File: src/rtl/io_posted_write_buffer_if.sv
// io_posted_write_buffer_if: request/ready word bus used on both the CPU side and the RAM-controller side.
interface io_posted_write_buffer_if #(parameter int ADDR_W = 19);
    logic              rd;
    logic              wr;
    logic [ADDR_W-1:0] a;
    logic [3:0]        be;
    logic [31:0]       di;
    logic [31:0]       q;
    logic              ready;
    modport master (output rd, wr, a, be, di, input q, ready);
    modport slave (input rd, wr, a, be, di, output q, ready);
endinterface

File: src/rtl/io_posted_write_buffer.sv
// io_posted_write_buffer: posts CPU RAM writes into an in-order queue drained to the RMW controller;
// reads wait until every queued write has completed.
module io_posted_write_buffer #(
    parameter int DEPTH  = 4,
    parameter int ADDR_W = 19
) (
    input  logic                     clk,
    input  logic                     rst_b,
    io_posted_write_buffer_if.slave  io,
    io_posted_write_buffer_if.master m,
    output logic                     wb_empty,
    output logic [$clog2(DEPTH):0]   wb_level
);
    localparam int PW = $clog2(DEPTH);
    localparam logic [PW:0] FULL = (PW+1)'(DEPTH);
    typedef enum logic [2:0] {C_IDLE, C_RWAIT, C_RREQ, C_ACK, C_GAP} cstate_t;
    typedef enum logic {D_IDLE, D_BUSY} dstate_t;
    cstate_t cs;
    dstate_t ds;
    logic [ADDR_W-1:0] q_a  [DEPTH];
    logic [3:0]        q_be [DEPTH];
    logic [31:0]       q_di [DEPTH];
    logic [PW-1:0]     wp, rp;
    logic [PW:0]       cnt;
    logic              push, pop;
    assign push     = cs == C_IDLE && io.wr && cnt < FULL;
    assign pop      = ds == D_BUSY && m.ready;
    assign wb_level = cnt;
    assign wb_empty = cnt == '0 && ds == D_IDLE;
    always_ff @(posedge clk) begin
        if (push) begin
            q_a[wp]  <= io.a;
            q_be[wp] <= io.be;
            q_di[wp] <= io.di;
        end
    end
    always_ff @(posedge clk or negedge rst_b) begin
        if (!rst_b) begin
            cs       <= C_IDLE;
            ds       <= D_IDLE;
            wp       <= '0;
            rp       <= '0;
            cnt      <= '0;
            io.ready <= 1'b0;
            io.q     <= '0;
            m.rd     <= 1'b0;
            m.wr     <= 1'b0;
            m.a      <= '0;
            m.be     <= '0;
            m.di     <= '0;
        end else begin
            if (push) wp <= wp + 1'b1;
            if (push && !pop) cnt <= cnt + 1'b1;
            else if (pop && !push) cnt <= cnt - 1'b1;
            case (cs)
                C_IDLE: begin
                    if (push) begin
                        io.ready <= 1'b1;
                        cs       <= C_ACK;
                    end else if (io.rd) cs <= C_RWAIT;
                end
                // reads never overtake posted writes: wait for an empty queue and an idle drain
                C_RWAIT: begin
                    if (cnt == '0 && ds == D_IDLE) begin
                        m.rd <= 1'b1;
                        m.a  <= io.a;
                        cs   <= C_RREQ;
                    end
                end
                C_RREQ: begin
                    if (m.ready) begin
                        io.q     <= m.q;
                        m.rd     <= 1'b0;
                        io.ready <= 1'b1;
                        cs       <= C_ACK;
                    end
                end
                C_ACK: begin
                    io.ready <= 1'b0;
                    cs       <= C_GAP;
                end
                default: cs <= C_IDLE;
            endcase
            case (ds)
                D_IDLE: begin
                    if (cnt != '0 && !m.rd) begin
                        m.wr <= 1'b1;
                        m.a  <= q_a[rp];
                        m.be <= q_be[rp];
                        m.di <= q_di[rp];
                        ds   <= D_BUSY;
                    end
                end
                default: begin
                    if (m.ready) begin
                        m.wr <= 1'b0;
                        rp   <= rp + 1'b1;
                        ds   <= D_IDLE;
                    end
                end
            endcase
        end
    end
endmodule

File: src/flat_wrapper.sv
// flat-port wrapper written by rule: the top's interface ports become plain ports
module io_posted_write_buffer_flat 
#(
    parameter int DEPTH  = 4,
    parameter int ADDR_W = 19
)
  (clk, rst_b, wb_empty, wb_level, io_rd, io_wr, io_a, io_be, io_di, io_q, io_ready, m_rd, m_wr, m_a, m_be, m_di, m_q, m_ready);
  io_posted_write_buffer_if #(.ADDR_W(ADDR_W)) io_i ();
  io_posted_write_buffer_if #(.ADDR_W(ADDR_W)) m_i ();
  input  logic clk;
  input  logic rst_b;
  output logic wb_empty;
  output logic [$clog2(DEPTH):0] wb_level;
  input wire logic [$bits(io_i.rd)-1:0] io_rd;
  input wire logic [$bits(io_i.wr)-1:0] io_wr;
  input wire logic [$bits(io_i.a)-1:0] io_a;
  input wire logic [$bits(io_i.be)-1:0] io_be;
  input wire logic [$bits(io_i.di)-1:0] io_di;
  output wire logic [$bits(io_i.q)-1:0] io_q;
  output wire logic [$bits(io_i.ready)-1:0] io_ready;
  output wire logic [$bits(m_i.rd)-1:0] m_rd;
  output wire logic [$bits(m_i.wr)-1:0] m_wr;
  output wire logic [$bits(m_i.a)-1:0] m_a;
  output wire logic [$bits(m_i.be)-1:0] m_be;
  output wire logic [$bits(m_i.di)-1:0] m_di;
  input wire logic [$bits(m_i.q)-1:0] m_q;
  input wire logic [$bits(m_i.ready)-1:0] m_ready;
  assign io_i.rd = io_rd;
  assign io_i.wr = io_wr;
  assign io_i.a = io_a;
  assign io_i.be = io_be;
  assign io_i.di = io_di;
  assign io_q = io_i.q;
  assign io_ready = io_i.ready;
  assign m_rd = m_i.rd;
  assign m_wr = m_i.wr;
  assign m_a = m_i.a;
  assign m_be = m_i.be;
  assign m_di = m_i.di;
  assign m_i.q = m_q;
  assign m_i.ready = m_ready;
  io_posted_write_buffer #(.DEPTH(DEPTH), .ADDR_W(ADDR_W)) u_core (.clk(clk), .rst_b(rst_b), .io(io_i), .m(m_i), .wb_empty(wb_empty), .wb_level(wb_level));
endmodule
File: config.mk
export PLATFORM = sky130hd
export DESIGN_NAME = io_posted_write_buffer_flat
export DESIGN_NICKNAME = d
export VERILOG_FILES = /design/src/rtl/io_posted_write_buffer_if.sv /design/src/rtl/io_posted_write_buffer.sv /design/src/flat_wrapper.sv
export SDC_FILE = /design/constraint.sdc
export NUM_CORES = 1
export LEC_CHECK = 0
export CAP_MARGIN = 0
export CELL_PAD_IN_SITES_DETAIL_PLACEMENT = 2
export CELL_PAD_IN_SITES_GLOBAL_PLACEMENT = 2
export CORE_MARGIN = 2
export CORE_UTILIZATION = 44
export CTS_CLUSTER_SIZE = 28
export DETAILED_ROUTE_END_ITERATION = 10
export GPL_TIMING_DRIVEN = 0
export PLACE_DENSITY_LB_ADDON = 0.05
export SYNTH_ARGS = -nofsm -noshare
export SYNTH_HDL_FRONTEND = slang
export SYNTH_SLANG_ARGS = --single-unit
File: constraint.sdc
create_clock -name clk -period 4.1 [get_ports clk]
set_input_delay 0.41 -clock clk [delete_from_list [all_inputs] [get_ports clk]]
set_output_delay 0.41 -clock clk [all_outputs]
set_load 0.05 [all_outputs]
==> flow_metrics.tcl <==
set metrics [dict create \
    worstPathMaxFanout 10 \
    stdcell_count 1242 \
    worst_ep_arrival_time_ps 2640 \
    swShare_pct 37.9 \
    insertion_delay_ps 520 \
    maxSlewHeadroom_pct 51.3 \
    power.switching_mw 4.87 \
    design_power_total_mw 12.9 \
    power_per_cell_area_mw_per_mm2 811 \
    async_reset_ff_share_pct 31.5 \
    syn-cell-area_sq_mm 0.0123 \
    slew_viol_final 0 \
    synthCells 608 \
    drc_errors 0 \
    routedWlPerCell_um 24.8 \
    hp-class "in2async" \
    wirelength_mm 30.8 \
    first_pass_iters 5 \
    p_int_mw 7.98 \
    netlist-cell-type-count 38 \
    layout_commonest_cell "edfxtp_1" \
    setup_viol 0 \
    grt_pass1_wl_mm 47.5 \
    holdWs_ps 426 \
    p_seq_share_pct 34.9 \
    die_w_um 171 \
    synth_top_area_share_pct 53.7 \
    dieArea_sq_mm 0.0293 \
    worstPathCellList "or4_4 -> clkinv_2 -> buf_6 -> clkdlybuf4s50_1" \
    vdd_ir_drop_max_uv 434 \
    syn-num-nets 706 \
    comb_power_share_pct 42.0 \
    root_buffer "clkbuf_16" \
    critPathLaunchType "flop" \
    clkPwrFrac_pct 23.1 \
    synth_edf_count 220 \
    utilization_pct 57.3 \
    gp_congestion 0.722 \
    grt_util_all_layers_pct 21.9 \
    cts_buffers 35 \
    synth_ff_type "edfxtp_1" \
    tightest_slew_ps 730 \
    syn2layout_area_growth_pct 28.9 \
    rsz0062_at_grt "no" \
    critical-path-top-delay-family "buffers and inverters" \
    rows 61 \
    grt_max_degree 66 \
    crit_type "reg2out" \
    ys_seq_area_share_pct 74.3 \
    dpl.hpwl_mm 20.1 \
    layout_common_cells "220 x edfxtp_1, 184 x clkdlybuf4s50_1, 101 x dfrtp_1, 60 x mux2_2, 55 x mux4_2" \
    grt_overflow_total 0 \
    ant_nets 0 \
    final.setup_skew_ps 19.5 \
    initial_core_util_pct 44.5 \
    fin_crit_sh_pct 74.3 \
    clock-sinks 321 \
    netlist_top_cells_area "edfxtp_1 54%, dfrtp_1 21%, mux4_2 10%" \
    cp_slowest_cell "clkdlybuf4s50_1" \
    place_inst 1176 \
    io_pins 186 \
    period_minus_slack_ps 3050 \
    hold_violations 0 \
    critPathMaxStageDelay_ps 840 \
    drt-vias-per-instance 5.37 \
    drive_gt1_share_pct 24.9 \
    port_buffers 185 \
    cts.path.max_buffers 3 \
    path_buf_inv 3 \
    maxCapViolCount 0 \
    cts-resized-gates 0 \
    ctsHoldBuffers 1 \
    post_cts_buffers 0 \
    clk_pin_slew_ps 60 \
    dr.first_iter.drc_count 399 \
    critPathCaptureType "primary output" \
    nets 934 \
    yosysTopAreaCell "edfxtp_1" \
    vias 6668 \
    fmax_mhz 328 \
    syn_area_per_cell_sq_um 20.2 \
    cts_tree "yes" \
    grt_pass1_vias 7664 \
    htree_levels 2 \
    ys_warn_count 0 \
    antenna_found_initial 1 \
    fp.coreArea_sq_mm 0.0276 \
    p_leak_nw 5.57 \
    crit_required_ps 3690 \
    ys_seq_elements 321 \
    outcome "completed" \
    die_y_um 171 \
    fillers 2356 \
]
==> Yosys cell counts (4+ instances only) <==
cell      instances
a31oi_1          19
and2_1            5
buf_2            13
buf_6             9
clkbuf_1         12
dfrtp_1         101
edfxtp_1        220
ha_1              5
inv_1             4
mux2_2           60
mux2_4           10
mux4_2           55
nand4b_1         19
nor3_1           20
o21ai_0          20
xnor2_1           4
==> routing by layer <==
layer | track usage, % | up-vias | wire, um
li1 | - | 2893 | -
met1 | 28.8 | 3550 | 12800
met2 | 38.0 | 181 | 15900
met3 | 4.00 | 44 | 1500
met4 | 5.45 | 0 | 573
met5 | 0 | - | 0
==> metrics by stage <==
step                      worst slack, ps  setup TNS, ps  instance area (sq um)
after floorplan                      1110              0                  12300
after global placement              -1720        -288150                  14600
after detailed placement             1100              0                  14800
after CTS                            1020              0                  15800
after global routing                  981              0                  15800
final                                1050              0                  15800
==> cell type report <==
class | instances | area, sq um | area share (%)
Antenna cell | 1 | 2.50 | 0.0158
Buffer | 37 | 234 | 1.48
Clock buffer | 51 | 1010 | 6.36
Clock inverter | 13 | 73.8 | 0.466
Inverter | 5 | 20.0 | 0.126
Multi-Input combinational cell | 245 | 2920 | 18.4
Sequential cell | 321 | 9130 | 57.6
Tap cell | 378 | 473 | 2.99
Timing Repair Buffer | 191 | 1980 | 12.5
==> power by group through the flow <==
| stage | clock (mW) | combinational (mW) | sequential (mW) |
|---|---|---|---|
| 5_1_grt | 3.15 | 5.73 | 4.56 |
| 4_1_cts | 3.04 | 5.50 | 4.50 |
| 3_5_place_dp | 0 | 5.44 | 4.55 |
| 6_report | 2.96 | 5.40 | 4.49 |
| 3_3_place_gp | 0 | 5.25 | 4.51 |
| 2_1_floorplan | 0 | 2.05 | 6.05 |
==> cell families after synthesis <==
kind of cell	share of synthesized area [%]
buffers and inverters	2.07
xor gates and xnor gates	0.427
adders and majority gates	0.672
DFF	74.3
AOI/OAI and AO/OA	2.22
muxes	16.8
and+or+nand+nor	3.54
==> registers in the layout (all words and copies together) (netlist names) <==
signal           count
u_core.m.be          4
u_core.io.q         32
u_core.m.wr          1
u_core.io.ready      1
u_core.q_di        128
u_core.q_a          76
u_core.wp            2
u_core.q_be         16
u_core.m.rd          1
u_core.cs            3
u_core.m.a          19
u_core.m.di         32
u_core.rp            2
u_core.ds            1
u_core.wb_level      3
==> worst paths after layout <==
path / endpoint / slack (ps) / start / cells past startpoint
max in group asynchronous: u_core.m.a[2]$_DFF_PN0_ / 2870 / rst_b / 3
hold / removal: u_core.m.di[21]$_DFFE_PN0P_ / 430 / rst_b / 2
setup reg to reg: u_core.wb_level[2]$_DFFE_PN0P_ / 1540 / u_core.wb_level[2]$_DFFE_PN0P_ / 8
setup / recovery: wb_empty / 1050 / u_core.wb_level[2]$_DFFE_PN0P_ / 4
min in group clk: u_core.m.wr$_DFFE_PN0P_ / 490 / u_core.m.wr$_DFFE_PN0P_ / 2
hold reg to reg: u_core.m.wr$_DFFE_PN0P_ / 490 / u_core.m.wr$_DFFE_PN0P_ / 2
==> worst reg2reg max path: stages, from the launching register on <==
cell and delay, ps:
dfrtp_1 430, nor2b_1 270, nor4b_4 560, ha_1 310, inv_1 70, fa_1 390, xor2_1 170, nor2_1 110
xor2_1 160
(Power assumes the default switching activity.)
